## config.mk

```make
export PLATFORM = sky130hd
export DESIGN_NAME = camera_stream_conditioner
export DESIGN_NICKNAME = d
export VERILOG_FILES = /design/src/rtl/camera_pkg.sv /design/src/rtl/peak_pixel_tracker.sv /design/src/rtl/camera_stream_conditioner.sv
export SDC_FILE = /design/constraint.sdc
export NUM_CORES = 1
export LEC_CHECK = 0
export BUFFER_PORTS_ARGS = -buffer_cell sky130_fd_sc_hd__buf_2
export CAP_MARGIN = 20
export CORE_ASPECT_RATIO = 1.2
export CORE_MARGIN = 10
export CORE_UTILIZATION = 35
export CTS_CLUSTER_SIZE = 28
export DETAILED_ROUTE_END_ITERATION = 10
export GPL_ROUTABILITY_DRIVEN = 0
export HOLD_SLACK_MARGIN = 0.15
export PLACE_DENSITY = 0.57
export SYNTH_ARGS = -nofsm -noshare
export SYNTH_HDL_FRONTEND = slang
export SYNTH_SLANG_ARGS = --single-unit
```

## constraint.sdc

```tcl
create_clock -name clk -period 3.2 [get_ports clk]
set_clock_uncertainty 0.15 [all_clocks]
set_input_delay 0.16 -clock clk [delete_from_list [all_inputs] [get_ports clk]]
set_output_delay 0.16 -clock clk [all_outputs]
set_load 0.01 [all_outputs]
```

## src/rtl/camera_pkg.sv

```systemverilog
// Shared definitions for the camera stream conditioner.
// DATA_W is the pixel width and matches video_ext_PIXEL_DATA.
// H_ACTIVE_DEF and V_ACTIVE_DEF are the default D5M geometry (640x480).
// POS_X_W and POS_Y_W are the widths of the reported peak position.
// state_t holds the frame FSM states.
package camera_pkg;
  localparam int DATA_W       = 12;
  localparam int H_ACTIVE_DEF = 640;
  localparam int V_ACTIVE_DEF = 480;
  localparam int POS_X_W      = 10;
  localparam int POS_Y_W      = 9;

  typedef enum logic {WAIT_SOF, ACTIVE} state_t;
endpackage

```

## src/rtl/peak_pixel_tracker.sv

```systemverilog
// Tracks the brightest pixel at or above thresh within one frame.
// The comparison is strict, so on ties the first pixel in raster order wins.
// Ports:
//   clk, reset_n         clock and asynchronous active-low reset
//   clear                start of a new frame; forgets the previous peak
//   sample               pixel strobe (pixel is inside the active window)
//   data, x, y           pixel value and its position
//   thresh               minimum level a pixel needs to qualify
//   max_val/max_x/max_y  current peak value and its position
//   found                at least one pixel qualified since the last clear
module peak_pixel_tracker
  import camera_pkg::*;
#(
  parameter int X_W = POS_X_W,
  parameter int Y_W = POS_Y_W
) (
  input  logic              clk,
  input  logic              reset_n,
  input  logic              clear,
  input  logic              sample,
  input  logic [DATA_W-1:0] data,
  input  logic [X_W-1:0]    x,
  input  logic [Y_W-1:0]    y,
  input  logic [DATA_W-1:0] thresh,
  output logic [DATA_W-1:0] max_val,
  output logic [X_W-1:0]    max_x,
  output logic [Y_W-1:0]    max_y,
  output logic              found
);
  logic [DATA_W-1:0] ref_val;
  logic              hit;

  // clear and sample can coincide on the first cycle of a frame; the
  // pixel is then compared against an empty tracker, not the old peak.
  always_comb begin
    ref_val = clear ? '0 : max_val;
    hit     = sample && (data >= thresh) && (data > ref_val);
  end

  always_ff @(posedge clk or negedge reset_n) begin
    if (!reset_n) begin
      max_val <= '0;
      max_x   <= '0;
      max_y   <= '0;
      found   <= 1'b0;
    end else if (hit) begin
      max_val <= data;
      max_x   <= x;
      max_y   <= y;
      found   <= 1'b1;
    end else if (clear) begin
      max_val <= '0;
      max_x   <= '0;
      max_y   <= '0;
      found   <= 1'b0;
    end
  end
endmodule

```

## src/rtl/camera_stream_conditioner.sv

```systemverilog
// Conditions the D5M camera stream for the video_ext input.
// Only complete, geometry-checked frames reach the system, and the brightest
// pixel above thresh is reported once per good frame.
// Ports:
//   clk, reset_n                    pixel clock, asynchronous active-low reset
//   enable                          allows new frames to start
//   thresh                          minimum pixel level for the tracker
//   cam_data/cam_lval/cam_fval      raw camera pins
//   out_data/out_lval/out_fval      to video_ext, two cycles behind cam_*
//   pos_x/pos_y/pos_level           peak pixel of the last good frame
//   pos_valid                       one-cycle pulse, new position available
//   frame_err                       one-cycle pulse, frame failed geometry check
//   frames_ok/frames_bad            wrapping frame counters
module camera_stream_conditioner
  import camera_pkg::*;
#(
  parameter int H_ACTIVE = H_ACTIVE_DEF,
  parameter int V_ACTIVE = V_ACTIVE_DEF,
  parameter int CNT_W    = 16
) (
  input  logic               clk,
  input  logic               reset_n,
  input  logic               enable,
  input  logic [DATA_W-1:0]  thresh,
  input  logic [DATA_W-1:0]  cam_data,
  input  logic               cam_lval,
  input  logic               cam_fval,
  output logic [DATA_W-1:0]  out_data,
  output logic               out_lval,
  output logic               out_fval,
  output logic [POS_X_W-1:0] pos_x,
  output logic [POS_Y_W-1:0] pos_y,
  output logic [DATA_W-1:0]  pos_level,
  output logic               pos_valid,
  output logic               frame_err,
  output logic [CNT_W-1:0]   frames_ok,
  output logic [CNT_W-1:0]   frames_bad
);
  localparam int PC_W = $clog2(H_ACTIVE + 1);
  localparam int LC_W = $clog2(V_ACTIVE + 1);
  localparam logic [PC_W-1:0] H_LIM = PC_W'(H_ACTIVE);
  localparam logic [LC_W-1:0] V_LIM = LC_W'(V_ACTIVE);

  logic [DATA_W-1:0] s1_data;
  logic              s1_lval, s1_fval, p_lval, p_fval;
  state_t            state, state_next;
  logic [PC_W-1:0]   pix_cnt, pix_next, pc_base;
  logic [LC_W-1:0]   line_cnt, line_next, lc_base;
  logic              err, err_next, err_base;
  logic              sof, eol, eof, start, in_frame, pixel, in_win;
  logic              frame_done, frame_good;

  logic [DATA_W-1:0]  max_val;
  logic [POS_X_W-1:0] max_x;
  logic [POS_Y_W-1:0] max_y;
  logic               found;

  always_comb begin
    sof      = s1_fval & ~p_fval;
    eol      = p_lval & ~s1_lval;
    eof      = p_fval & ~s1_fval;
    start    = (state == WAIT_SOF) & sof & enable;
    in_frame = (state == ACTIVE) | start;
    // On the SOF cycle the frame already runs from cleared counters, so a
    // line starting together with the frame is counted and passed.
    pc_base  = start ? '0 : pix_cnt;
    lc_base  = start ? '0 : line_cnt;
    err_base = start ? 1'b0 : err;
    pixel    = in_frame & s1_fval & s1_lval;
    in_win   = (pc_base < H_LIM) && (lc_base < V_LIM);

    state_next = state;
    pix_next   = pc_base;
    line_next  = lc_base;
    err_next   = err_base;
    frame_done = 1'b0;
    frame_good = 1'b0;

    if (start) state_next = ACTIVE;
    if (pixel) begin
      if (!in_win) err_next = 1'b1;
      if (pc_base != H_LIM) pix_next = pc_base + 1'b1;
    end
    if ((state == ACTIVE) && eol) begin
      if (pc_base != H_LIM) err_next = 1'b1;
      if (lc_base != V_LIM) line_next = lc_base + 1'b1;
      pix_next = '0;
    end
    // EOF uses the post-EOL line count, so a line closing in the EOF cycle counts.
    if ((state == ACTIVE) && eof) begin
      frame_done = 1'b1;
      frame_good = !err_next && (line_next == V_LIM);
      state_next = WAIT_SOF;
    end
  end

  always_ff @(posedge clk or negedge reset_n) begin
    if (!reset_n) state <= WAIT_SOF;
    else          state <= state_next;
  end

  always_ff @(posedge clk or negedge reset_n) begin
    if (!reset_n) begin
      s1_data    <= '0;
      s1_lval    <= 1'b0;
      // fval history starts high so a frame already running at reset
      // release shows no rising edge and is dropped whole.
      s1_fval    <= 1'b1;
      p_lval     <= 1'b0;
      p_fval     <= 1'b1;
      pix_cnt    <= '0;
      line_cnt   <= '0;
      err        <= 1'b0;
      out_data   <= '0;
      out_lval   <= 1'b0;
      out_fval   <= 1'b0;
      pos_x      <= '0;
      pos_y      <= '0;
      pos_level  <= '0;
      pos_valid  <= 1'b0;
      frame_err  <= 1'b0;
      frames_ok  <= '0;
      frames_bad <= '0;
    end else begin
      s1_data   <= cam_data;
      s1_lval   <= cam_lval;
      s1_fval   <= cam_fval;
      p_lval    <= s1_lval;
      p_fval    <= s1_fval;
      pix_cnt   <= pix_next;
      line_cnt  <= line_next;
      err       <= err_next;
      out_fval  <= in_frame & s1_fval;
      out_lval  <= pixel & in_win;
      out_data  <= in_frame ? s1_data : '0;
      pos_valid <= 1'b0;
      frame_err <= 1'b0;
      if (frame_done) begin
        if (frame_good) begin
          frames_ok <= frames_ok + 1'b1;
          if (found) begin
            pos_valid <= 1'b1;
            pos_x     <= max_x;
            pos_y     <= max_y;
            pos_level <= max_val;
          end
        end else begin
          frames_bad <= frames_bad + 1'b1;
          frame_err  <= 1'b1;
        end
      end
    end
  end

  peak_pixel_tracker #(
    .X_W(POS_X_W),
    .Y_W(POS_Y_W)
  ) u_tracker (
    .clk    (clk),
    .reset_n(reset_n),
    .clear  (start),
    .sample (pixel & in_win),
    .data   (s1_data),
    .x      (POS_X_W'(pc_base)),
    .y      (POS_Y_W'(lc_base)),
    .thresh (thresh),
    .max_val(max_val),
    .max_x  (max_x),
    .max_y  (max_y),
    .found  (found)
  );
endmodule

```

Yosys cells after proc, flatten, opt, wreduce, memory -nomap -nowiden
Cells that the tools add are included.
- register bits after elaboration: 148
- word-level logic and storage cells: 90
- input port bits: 29
- mux-type cells: 30
- add/sub/neg operators: 4
- equality and inequality tests: 3
- bitwise gates (word level): 14
- $lt $le $gt $ge: 4
- reductions and logical operators: 12
- operator list (kind ; number):
    two-way mux 10 bit ; 6
    two-way mux 9 bit ; 5
    two-way mux 12 bit ; 3
    adder 16 x 1 -> 16 bit, second input constant ; 2
    two-way mux 1 bit ; 16
    >= comparator 12 bit ; 1
    > comparator 12 bit ; 1
    adder 10 x 1 -> 10 bit, second input constant ; 1
    less-than comparator 10 bit, second input constant ; 1
    inequality test 10 bit, second input constant ; 1
    adder 9 x 1 -> 9 bit, second input constant ; 1
    == test 9 bit, second input constant ; 1
    less-than comparator 9 bit, second input constant ; 1
    inequality test 9 bit, second input constant ; 1
    AND 1 bit ; 8
    logical AND 1 bit ; 6
    inverter 1 bit ; 5
    AND reduction 2 bit ; 2
    nonzero test 2 bit ; 2
    AND reduction 3 bit ; 1
    logical NOT 1 bit ; 1
    bitwise OR 1 bit ; 1

Longest topological paths before layout
Gate-level depths: netlist of the first run.
- depth in word-level cells: 16
- gate-level depth with buffers: 16
- gate-level depth less buffers: 10

Hierarchy
Synthesis of the first run repeated with hierarchy kept, for this count alone.
- cell total of the unflattened synthesis: 584
- area, all modules: 7010.5 um^2
- by module, submodules not included (module ; area an instance (um^2) ; cells an instance ; sequential area each (um^2) ; instances):
    camera_stream_conditioner ; 4942.2 ; 401 ; 2905.3 ; 1
    peak_pixel_tracker ; 2068.2 ; 183 ; 800.8 ; 1

Worst setup path before layout of the first run
OpenSTA, ideal clock, no wires.
- kind: reg2reg
- from: register p_fval
- to: register u_tracker.max_x[3]
- slack: -380 ps
- arrival: 3352 ps
- setup time: 78 ps
- data required time: 2972 ps
- clock period less this slack: 3580 ps
- cell stages (with the launch flop): 16
- cell sequence: dfstp_2 nand4bb_1 buf_4 clkbuf_1 buf_1 nand2_1 ha_1 nor2b_1 o21a_1 o21ai_0 a2111oi_0 o211a_1 clkbuf_1 clkbuf_1 nand3_1 a21oi_1
- longest elaborated chain between the ends: 11
- elaborated cells on any way between the ends: 19
- those cells by class: order compare (3); mux (4); bitwise (8); reduce/logical (4)
- RTL lines (element ; line ; RTL):
    start: declaration ; camera_stream_conditioner.sv:45 ; logic s1_lval, s1_fval, p_lval, p_fval;
    start signal: assignment ; camera_stream_conditioner.sv:129 ; p_fval <= s1_fval;
    inverter 1 bit * ; camera_stream_conditioner.sv:59 ; sof = s1_fval & ~p_fval;
    AND 1 bit * ; camera_stream_conditioner.sv:59 ;
    AND 1 bit * (2 in series) ; camera_stream_conditioner.sv:62 ; start = (state == WAIT_SOF) & sof & enable;
    two-way mux 10 bit (tied with other cells) ; camera_stream_conditioner.sv:66 ; pc_base = start ? '0 : pix_cnt;
    less-than comparator 10 bit (tied with other cells) ; camera_stream_conditioner.sv:70 ; in_win = (pc_base < H_LIM) && (lc_base < V_LIM);
    logical AND 1 bit or AND 1 bit (tied branches) ; camera_stream_conditioner.sv:70, camera_stream_conditioner.sv:69 ;
    AND 1 bit ; camera_stream_conditioner.sv:162 ; .sample (pixel & in_win),
    logical AND 1 bit (2 in series) ; peak_pixel_tracker.sv:37 ; hit = sample && (data >= thresh) && (data > ref_val);
    two-way mux 10 bit or nonzero test 2 bit (tied branches) ; n/a ;
    end signal: assignment ; peak_pixel_tracker.sv:43 ; max_x <= '0;
    end signal: assignment ; peak_pixel_tracker.sv:48 ; max_x <= x;
    end signal: assignment ; peak_pixel_tracker.sv:53 ; max_x <= '0;
    end: declaration ; peak_pixel_tracker.sv:26 ; output logic [X_W-1:0] max_x,
Every way passes the cells marked *; elsewhere a longest branch is shown, timed or not.
A chain may end at the register's enable or synchronous reset.

Worst setup path in the final report of the first run
- from: register s1_fval
- to: register pos_y[8]
- elaborated cells on any way between the ends: 30
- those cells by class: add/sub (1); order compare (2); eq/ne (3); mux (11); bitwise (8); reduce/logical (5)
- RTL lines (element ; line ; RTL):
    start: declaration ; camera_stream_conditioner.sv:45 ;
    start signal: assignment ; camera_stream_conditioner.sv:127 ; s1_fval <= cam_fval;
    AND 1 bit * ; camera_stream_conditioner.sv:59 ;
    AND 1 bit * (2 in series) ; camera_stream_conditioner.sv:62 ;
    two-way mux 9 bit * ; camera_stream_conditioner.sv:67 ; lc_base = start ? '0 : line_cnt;
    adder 9 x 1 -> 9 bit or inequality test 9 bit (tied branches) ; camera_stream_conditioner.sv:86 ; if (lc_base != V_LIM) line_next = lc_base + 1'b1;
    two-way mux 9 bit ; camera_stream_conditioner.sv:86 ;
    two-way mux 9 bit * ; camera_stream_conditioner.sv:84 ; if ((state == ACTIVE) && eol) begin
    net line_next[1] ; camera_stream_conditioner.sv:48 ; logic [LC_W-1:0] line_cnt, line_next, lc_base;
    == test 9 bit * ; camera_stream_conditioner.sv:92 ; frame_good = !err_next && (line_next == V_LIM);
    logical AND 1 bit * ; camera_stream_conditioner.sv:92 ;
    two-way mux 1 bit * ; camera_stream_conditioner.sv:90 ; if ((state == ACTIVE) && eof) begin
    AND reduction 3 bit (no line) * ; n/a ;
    end signal: assignment ; camera_stream_conditioner.sv:144 ; pos_y <= max_y;
    end: declaration ; camera_stream_conditioner.sv:32 ; output logic [POS_Y_W-1:0] pos_y,
The timed path passes the listed nets; every way through them passes the cells marked *.

==> metrics.md, run 1 <==
| Metric | Value |
|---|---|
| Final Cell Area | 8900 um2 |
| Post-Route WL | between 15 and 20 mm |
| First-pass GRT wire length | between 20 and 30 mm |
| Worst vdd rail ir drop | roughly 380 uV |
| Slew Limit Fails | 0 |
| Crit path required time | 3.35 ns |
| Core footprint | 18920 um2 |
| Commonest non-fill, non-tap cell in the layout | dfrtp_1 |
| Post-DR vias/cell | 4.909 |
| Worst slew margin | about a quarter |
| Period utilization | 99.27% |
| GRT Overall Usage | 13.35% |
| Post-synthesis sequential area ratio | a little over half |
| CTS tree | yes |
| WHS | roughly 0.16 ns |
| Largest net degree at the start of global routing | between 70 and 80 |
| Outcome | complete, no violations |
| Pleak | around 4.5 nW |
| Slew @ Worst Pin | around 1.1 ns |
| DRT iter0 DRCs | 322 |
| Leading cell types in the layout, fill and taps excluded | dfrtp_1 (146), buf_2 (106), nand2_1 (54) |
| Worst min path class | in2async |
| Die Span X | 146.8 um |
| Sw Share | a little over a quarter |
| Yosys warning count | 0 |
| CP arrival | roughly 3.3 ns |
| CP max FO | 16 |
| Starting Density | a little over a third |
| WL met1 | around 7.2 mm |
| Clock-pin slew on the worst setup and hold paths | roughly 0.060 ns |
| CTS Sinks | roughly 150 |
| Vias | between 4000 and 5000 |
| Remaining global-route overflow | 0 |
| Startpoint types | flop |
| Unrepaired setup endpoints after global routing | true |
| Total Neg Setup Slack | 0 ns |
| Clock Latency Late Sink | 0.42 ns |
| Syn nets | around 650 |
| Power share of the clock group | a little over two fifths |
| Endpoints failing setup | 0 |
| Max_cap viols | 0 |
| Internal power | 3.554 mW |
| Share of post-route cells with drive strength above 1 | between 30% and 40% |
| Comb power frac | approximately 14% |
| Layout area overhead | 31.75% |
| Clock Tree Buf Depth | 2 |
| Number of synthesized flops with an enable pin | 0 |
| Dpl cell area | approximately 7800 um2 |
| #FFs+latches synth | between 100 and 150 |
| Top Metal Used | met4 |
| Mean Syn Cell Area | 11.47 um2 |
| Mapped Area | 6755 um2 |
| CTS Buf Count | 17 |
| Post-DP HPWL | 12.08 mm |
| Setup crit end kind | flop |
| IO buf count | roughly 110 |
| CTS H-Tree Depth | 4 |
| WL met2 | just over 8 mm |
| Max Freq | ~0.31 GHz |
| Power density cells | 540.6 nW/um2 |
| Final nets | ~800 |
| WL per Instance | roughly 17 um |
| Row count | 55 |
| WS Path Type | reg2reg |
| Detail Route Antenna Nets | 0 |
| Die ar. | about 25000 um2 |
| Die height | 172.2 um |
| Met3 WL | ~900 um |
| Power consumption | ~4.8 mW |
| Root Driver | clkbuf_16 |
| Top-Level Pins | between 100 and 150 |
| Vias in the first global route | around 5200 |
| Sequential power share | a little over two fifths |
| Final hold violations | 0 |
| Ys flop type | dfrtp_1 |
| # DRC | 0 |
| Psw | around 1.3 mW |
| Async set or reset register ratio after synthesis | 100.0% |
| Initial antenna violation count | 2 |
| Final worst path period need | 3.177 ns |
| Mapped Cells | 589 |
| DRT Pass-1 Iters | 7 |
| Post-synthesis cell type count | 55 |
==> synth_stat cells (4+ instances only) <==
library cell / number / area, um2
dfrtp_1: 146 / 3654
nand2_1: 57 / 214.0
nand3_1: 40 / 200.2
nor2_1: 33 / 123.9
o21ai_0: 31 / 155.2
ha_1: 29 / 362.9
xor2_1: 24 / 210.2
a21oi_1: 22 / 110.1
inv_1: 21 / 78.83
xnor2_1: 21 / 183.9
mux2_4: 20 / 300.3
nand4_1: 16 / 100.1
nor2b_1: 16 / 100.1
clkbuf_1: 13 / 48.80
and3_1: 11 / 68.82
mux2_1: 9 / 101.4
mux2i_1: 8 / 80.08
nor3_1: 7 / 35.03
a21o_1: 6 / 45.04
nor4_1: 6 / 37.54
mux2_2: 4 / 45.04
==> power groups by stage <==
| stage | clock network [mW] | registers, mW | logic (mW) |
|---|---|---|---|
| floorplan | 0 | 2.13 | 0.341 |
| finish | 2.03 | 2.11 | 0.675 |
| detailed placement | 0 | 2.14 | 0.583 |
| global route | 2.15 | 2.12 | 0.759 |
| global placement | 0 | 2.13 | 0.561 |
| CTS | 2.07 | 2.11 | 0.616 |
==> sequential cells by signal, indices dropped and copies added (netlist names), 10 cells and up <==
signal and cells:
pix_cnt 10, u_tracker.max_x 10, out_data 12, pos_x 10
u_tracker.max_val 12, frames_bad 16, frames_ok 16, pos_level 12
s1_data 12
==> per-layer routing <==
layer	up-vias	track usage (%)
met3	35	3.529
met1	2447	15.69
li1	2372	-
met5	-	0
met4	0	7.277
met2	143	21.94
==> through the flow <==
step,utilization [%],setup WS [ns],cells
finish,47.03,0.02326,1018
global route,47.01,-0.1511,1017
CTS,45.51,-0.02276,1002
detailed placement,41.13,-0.1189,951
global placement,41.13,0.03313,951
floorplan,-,-0.09983,589
==> worst max-delay path, stage by stage (launching register included) <==
cell and delay, ns:
dfstp_2 0.53, nand4bb_1 0.12, buf_6 0.16, nand2_1 0.10, ha_1 0.15, nand2b_1 0.07
o41a_1 0.40, mux2i_1 0.25, and4bb_2 0.29, and2_4 0.18, nand3_4 0.12, buf_16 0.19
mux2_2 0.35
==> worst paths after layout <==
kind,slack (ns),depth (start not counted),to,startpoint
setup / recovery,0.02,12,pos_y[8]$_DFFE_PN0P_,s1_fval$_DFF_PN1_
hold / removal,0.16,3,s1_data[10]$_DFF_PN0_,reset_n
setup reg to reg,0.02,12,pos_y[8]$_DFFE_PN0P_,s1_fval$_DFF_PN1_
hold reg to reg,0.29,0,p_lval$_DFF_PN0_,s1_lval$_DFF_PN0_
max in group asynchronous,2.31,3,s1_fval$_DFF_PN1_,reset_n
min in group clk,0.24,2,s1_data[10]$_DFF_PN0_,cam_data[10]
==> final cells by class <==
| type | count | area, um2 |
|---|---|---|
| Antenna cell | 2 | 5.005 |
| Clock buffer | 20 | 446.7 |
| Clock inverter | 12 | 155.1 |
| Fill cell | 1730 | 10020 |
| Inverter | 21 | 78.83 |
| Multi-Input combinational cell | 397 | 3094 |
| Sequential cell | 148 | 3706 |
| Tap cell | 256 | 320.3 |
| Timing Repair Buffer | 162 | 1094 |
==> kinds of logic (layout without fill, tap and decap cells) <==
| kind of cell | count (synthesis) | count (layout) | share of synthesized area [%] |
|---|---|---|---|
| DFF | 148 | 148 | 54.86 |
| AOI/OAI and AO/OA | 72 | 72 | 6.446 |
| muxes | 41 | 41 | 7.798 |
| xor gates and xnor gates | 45 | 45 | 5.834 |
| buffers and inverters | 44 | 215 | 2.945 |
| other | 0 | 2 | 0 |
| adders and majority gates | 29 | 29 | 5.371 |
| and+or+nand+nor | 210 | 210 | 16.74 |
==> timing repair <==
action                                  in CTS  in global routing
hold buffers                                16                  0
pin swaps                                    1                 12
cloned                                       0                  2
hold endpoints to repair                   160                  0
resized for setup                            5                 59
endpoints found under the setup margin      39                 80
setup buffers                                3                 13
(Power assumes the default switching activity.)
==> run 2, diff against run 1 <==
CORE_ASPECT_RATIO = 0.9   (was 1.2)
==> run 2 against run 1 <==
  * Clock power is essentially flat
  * Non-clock buffer count grew 2
  * Cell area shrank 0.20%
  * Critical path depth is the same
  * Utilization shrank 0.52 points
  * Via count shrank 0.52%
  * Combinational power shrank 3.4%
  * Die area is essentially flat
  * Critical path type unchanged
==> metrics.md, run 2 (synthesis gave the netlist of run 1 again) <==
| Metric | Value |
|---|---|
| CP top delay family | simple AND/OR/NAND/NOR gates |
| Clock-pin slew on the worst setup and hold paths | 0.06 ns |
| Final hold violations | 0 |
| Final core occ | a little under half |
| GR Layer Usage met3 | between 4 and 5% |
| Top-Level Pins | roughly 110 |
| Clock Latency Late Sink | 0.42 ns |
| Die ar. | about 25000 um2 |
| Leading cell types in the layout, fill and taps excluded | dfrtp_1 (146), buf_2 (106), nand2_1 (52) |
| # DRC | 0 |
| Comb power frac | a little over an eighth |
| Crit path required time | 3.36 ns |
| Fill count | around 1700 |
| Power density cells | ~540 nW/um2 |
| CTS tree | yes |
| Final nets | 807 |
| Global routing usage on met2 | a little over a fifth |
| Sequential cell area | around 3700 um2 |
| Row count | 48 |
| IO buf count | approximately 110 |
| CTS H-Tree Depth | 4 |
| First-pass GRT wire length | roughly 28 mm |
| Endpoints failing setup | 0 |
| Detail Route Antenna Nets | 0 |
| Sequential power share | a little over two fifths |
| CP Launch Point | s1_fval$_DFF_PN1_ |
| Worst vdd rail ir drop | between 300 and 400 uV |
| WS Path Type | reg2reg |
| Startpoint types | flop |
| Most Used Layer, Global Route | met2 |
| CP Capture Point | pos_x[6]$_DFFE_PN0P_ |
| Max_cap viols | 0 |
| Reg2Reg Setup Slack | between 0.04 and 0.05 ns |
| Max Freq | around 0.32 GHz |
| Area of the multi-input gates | a little over 3000 um2 |
| Clock Tree Buf Depth | 2 |
| Commonest non-fill, non-tap cell in the layout | dfrtp_1 |
| Critical R2R Capture | pos_x[6]$_DFFE_PN0P_ |
| Unrepaired setup endpoints after global routing | true |
| Vias | 4971 |
| DRT iter0 DRCs | between 150 and 200 |
| Psw | 1.259 mW |
| Core footprint | 19100 um2 |
| Global routing met1 resource utilization | about 18% |
| Power consumption | between 4 and 5 mW |
| WL per Instance | about 17 um |
| Die height | 151.8 um |
| GRT Overall Usage | around 14% |
| CTS Buf Count | 17 |
| CP max stage delay | 0.53 ns |
| Dpl ws | -0.002557 ns |
| CTS Sinks | approximately 150 |
| Final WS setup | around 0.046 ns |
| Worst min path class | in2reg |
| Slew @ Worst Pin | 0.5788 ns |
| Pleak | approximately 4.5 nW |
| CP arrival | about 3.3 ns |
| CP max FO | 19 |
| Worst slew margin | 61.42% |
| Initial antenna violation count | 1 |
| Post-Route WL | 17.15 mm |
| Remaining global-route overflow | 0 |
| Worst path depth | 12 |
| Share of post-route cells with drive strength above 1 | 33.64% |
| Period utilization | between 90% and 100% |
| Root Driver | clkbuf_16 |
| Slew Limit Fails | 0 |
| Post-DP HPWL | around 12 mm |
| Setup crit end kind | flop |
| Vias in the first global route | 5226 |
| Power share of the clock group | roughly 43% |
| Starting Density | between 30 and 40% |
| Layout area overhead | 31.49% |
| Biggest regs | frames_bad: 16 flops, frames_ok: 16 flops |
| CP Buf/Inv Count | 2 |
| Crit-path slowest cell | dfstp_2 |
| Largest net degree at the start of global routing | 114 |
| Die Span X | approximately 170 um |
| Worst R2R Start | s1_fval$_DFF_PN1_ |
| Hold path start | enable |
| Post-DR vias/cell | 4.912 |
| Sw Share | around a quarter |
| Internal power | between 3 and 4 mW |
| DRT Pass-1 Iters | 5 |
| Crit-path cells | nand4bb_1 > buf_6 > nand2_1 > ha_1 > nand2b_1 > o41a_1 > mux2i_1 > and4bb_2 > and2_4 > nand3_4 > buf_12 > mux2_4 |
| Outcome | complete, no violations |
| Reg2reg path depth | 12 |
| Final worst path period need | approximately 3.2 ns |
-- run 2: repair_timing --
item	in CTS	in global routing
setup buffers	0	8
cloned	0	2
hold endpoints to repair	123	33
hold buffers	15	1
resized for setup	1	59
endpoints found under the setup margin	6	72
pin swaps	0	15
-- run 2: worst min-delay path by stage --
stage | to | cells after the start | slack, ns
2_1_floorplan | err$_DFF_PN0_ | 0 | -0.29
3_3_place_gp | s1_fval$_DFF_PN1_ | 1 | 0.12
3_5_place_dp | s1_fval$_DFF_PN1_ | 1 | 0.12
4_1_cts | s1_data[6]$_DFF_PN0_ | 2 | 0.22
5_1_grt | s1_data[7]$_DFF_PN0_ | 2 | 0.22
6_report | u_tracker.found$_DFFE_PN0P_ | 6 | 0.20
-- run 2: per-layer routing --
metal | vias to the layer above | part of all wire (%)
li1 | 2381 | -
met1 | 2460 | 46
met2 | 110 | 47
met3 | 20 | 5.3
met4 | 0 | 1.4
met5 | - | 0
-- run 2: stage by stage --
step	instances	hold WS (ns)	TNS [ns]	instance area, um2
floorplan	589	-0.2856	-2.164	6867
global placement	953	0.1186	0	7811
detailed placement	953	0.1195	-0.002557	7811
CTS	999	0.2192	0	8574
global route	1011	0.2159	-2.521	8880
finish	1012	0.2007	0	8882
-- run 2: power groups by stage --
stage | combinational [mW] | sequential (mW) | clock [mW]
2_1_floorplan | 0.341 | 2.13 | 0
3_3_place_gp | 0.565 | 2.14 | 0
3_5_place_dp | 0.587 | 2.14 | 0
4_1_cts | 0.607 | 2.11 | 2.08
5_1_grt | 0.730 | 2.13 | 2.17
6_report | 0.652 | 2.12 | 2.05
-- run 2: area by class of cell --
cell class                 count  share of cell area (%)
sequential                   148                   41.72
multi-input combinational    397                   34.91
timing repair buffer         164                   12.09
clock buffer                  20                   5.142
tap                          250                   3.522
clock inverter                11                   1.704
inverter                      21                  0.8874
antenna                        1                 0.02817
-- run 2: worst min-delay path, cell delays in order --
cell,delay (ns)
buf_2,0.11
nand4bb_1,0.10
buf_6,0.14
buf_12,0.12
nand2_1,0.05
nand2_1,0.05
==> run 3, diff against run 2 <==
PLACE_DENSITY = 0.55   (was 0.57)
clock period = 3.1 ns   (was 3.2 ns; I/O delays follow)
==> run 3 against run 2 <==
  * The flow now finishes with violations (setup timing)
  * Wire length rose by 3.6%
  * Sequential power rose by 3%
  * First-iteration DRC count rose by 27%
  * Maximum frequency rose by 0.22%
  * Critical path depth did not move
  * Cell area rose by 3.2%
  * Clock-buffer cell count did not move
  * Clock power barely moved
  * Worst hold slack got worse by 0.029 ns
  * Setup slack got worse by 0.093 ns
  * Global-route usage rose by 0.15 points
==> metrics.md, run 3 (synthesis gave the netlist of run 1 again) <==
| Metric | Value |
|---|---|
| Unrepaired setup endpoints after global routing | true |
| Startpoint types | flop |
| Power density cells | around 550 nW/um2 |
| Final worst path period need | about 3.1 ns |
| Power consumption | between 5 and 6 mW |
| Crit path required time | about 3.3 ns |
| Endpoints failing setup | 37 |
| Largest net degree at the start of global routing | slightly below 80 |
| CP max FO | 14 |
| CTS tree | yes |
| CTS H-Tree Depth | 4 |
| Worst slew margin | 51.89% |
| WL per Instance | 17.41 um |
| Leading cell types in the layout, fill and taps excluded | dfrtp_1 (146), buf_2 (106), nand2_1 (49) |
| # DRC | 0 |
| Final hold violations | 0 |
| Top-Level Pins | around 110 |
| Die ar. | between 20000 and 30000 um2 |
| Detail Route Antenna Nets | 0 |
| Max_cap viols | 0 |
| GRT Overall Usage | between 10% and 20% |
| Row count | 48 |
| Clock Latency Late Sink | 0.42 ns |
| IO buf count | roughly 110 |
| Layout area overhead | 35.67% |
| Final nets | just over 800 |
| # diodes | 0 |
| Clock-pin slew on the worst setup and hold paths | approximately 0.060 ns |
| Final Cell Area | a little over 9000 um2 |
| Placed cells | around 960 |
| Remaining global-route overflow | 0 |
| CP Launch Point | s1_fval$_DFF_PN1_ |
| Pleak | around 4.6 nW |
| Post-DR vias/cell | between 4 and 5 |
| Die Span X | roughly 170 um |
| Failing checks | setup timing |
| Sequential cell area | about 3700 um2 |
| DRT Pass-1 Iters | 4 |
| Worst min path class | in2async |
| Final WS setup | -0.04705 ns |
| Max Freq | 0.3178 GHz |
| Commonest non-fill, non-tap cell in the layout | dfrtp_1 |
| Vias in the first global route | between 5000 and 6000 |
| Slew Limit Fails | 0 |
| Clock Tree Buf Depth | 2 |
| Setup crit end kind | flop |
| Fill count | 1729 |
| Vias | slightly above 5000 |
| Worst vdd rail ir drop | roughly 380 uV |
| Core footprint | around 19000 um2 |
| DRT iter0 DRCs | between 200 and 250 |
| Final core occ | 47.99% |
| CTS Buf Count | 17 |
| Slew @ Worst Pin | about 0.72 ns |
| Starting Density | between 30% and 40% |
| Area of the multi-input gates | about 3300 um2 |
| CP arrival | 3.30 ns |
| First-pass GRT wire length | between 20 and 30 mm |
| Initial antenna violation count | 1 |
| Die height | ~150 um |
| Dpl cell area | between 7000 and 8000 um2 |
| Period utilization | 101.5% |
| Worst R2R Start | s1_fval$_DFF_PN1_ |
| Post-Route WL | approximately 18 mm |
| Outcome | finished with violations |
| Root Driver | clkbuf_16 |
| Reg2Reg Setup Slack | -0.05 ns |
| CTS Sinks | 148 |
| Non-Filler Instances | roughly 1000 |
| WS Path Type | reg2reg |
| Post-DP HPWL | 12.47 mm |
| Biggest regs | frames_bad: 16 flops, frames_ok: 16 flops |
| Share of post-route cells with drive strength above 1 | 37.22% |
[run 3: cell types whose count changed in the layout (fill, tap and decap cells not counted), moves of 4 or more]
cell     delta
buf_4       +7
ha_1        -5
ha_4        +5
nor4_2      -5
nor4_4      +5
o21ai_2     +4
[run 3: final timing paths]
kind                                              to  depth (start not counted)
hold / removal             frames_bad[4]$_DFFE_PN0P_                          2
min in group clk                s1_data[9]$_DFF_PN0_                          2
setup / recovery                pos_y[8]$_DFFE_PN0P_                         12
setup reg to reg                pos_y[8]$_DFFE_PN0P_                         12
max in group asynchronous           p_fval$_DFF_PN1_                          3
hold reg to reg                     p_lval$_DFF_PN0_                          0
[run 3: final cells by class]
cell class | count | share of cell area, %
Multi-Input combinational cell | 397 | 36.04
Sequential cell | 148 | 40.44
Clock inverter | 11 | 1.392
Clock buffer | 20 | 4.983
Timing Repair Buffer | 174 | 12.87
Tap cell | 250 | 3.413
Inverter | 21 | 0.8601
[run 3: timing repair]
action | in CTS | in global routing
setup buffers | 2 | 14
endpoints found under the setup margin | 70 | 85
gates resized for setup | 17 | 78
hold buffers | 15 | 0
cloned | 0 | 4
hold endpoints to repair | 90 | 0
pin swaps | 6 | 13
[run 3: critical path: stages (launching register included)]
cell and delay [ns]:
dfstp_2 0.53, nand4bb_1 0.12, buf_6 0.16, nand2_1 0.09, ha_1 0.15, nand2b_1 0.07
o41a_1 0.40, mux2i_2 0.24, and4bb_2 0.30, and2_4 0.18, nand3_4 0.12, buf_12 0.17
mux2_2 0.34
[run 3: where the power goes]
group / total, mW / leakage [nW] / internal [mW] / switching [mW]
logic: 0.773 / 2.34 / 0.373 / 0.400
registers: 2.19 / 1.97 / 2.06 / 0.133
clock network: 2.04 / 0.279 / 1.23 / 0.816
total: 5.00 / 4.58 / 3.66 / 1.35
[run 3: metrics by stage]
stage	hold slack (ns)	setup TNS [ns]	setup WS, ns
after floorplan	-0.2906	-5.226	-0.1998
after global placement	0.08298	-0.3810	-0.04491
after detailed placement	0.09052	-4.280	-0.1563
after CTS	0.2100	-0.8812	-0.04506
after global routing	0.2235	-8.046	-0.1712
final	0.1715	-1.075	-0.04705
[run 3: routing by layer]
metal / vias up / part of all wire [%] / track usage (%) / wire length [um]
met4: 2 / 1.7 / 5.351 / 296
li1: 2392 / - / - / -
met5: - / 0.073 / 0 / 13
met3: 24 / 5.8 / 4.435 / 1034
met2: 125 / 47 / 21.53 / 8352
met1: 2509 / 45 / 17.69 / 8077
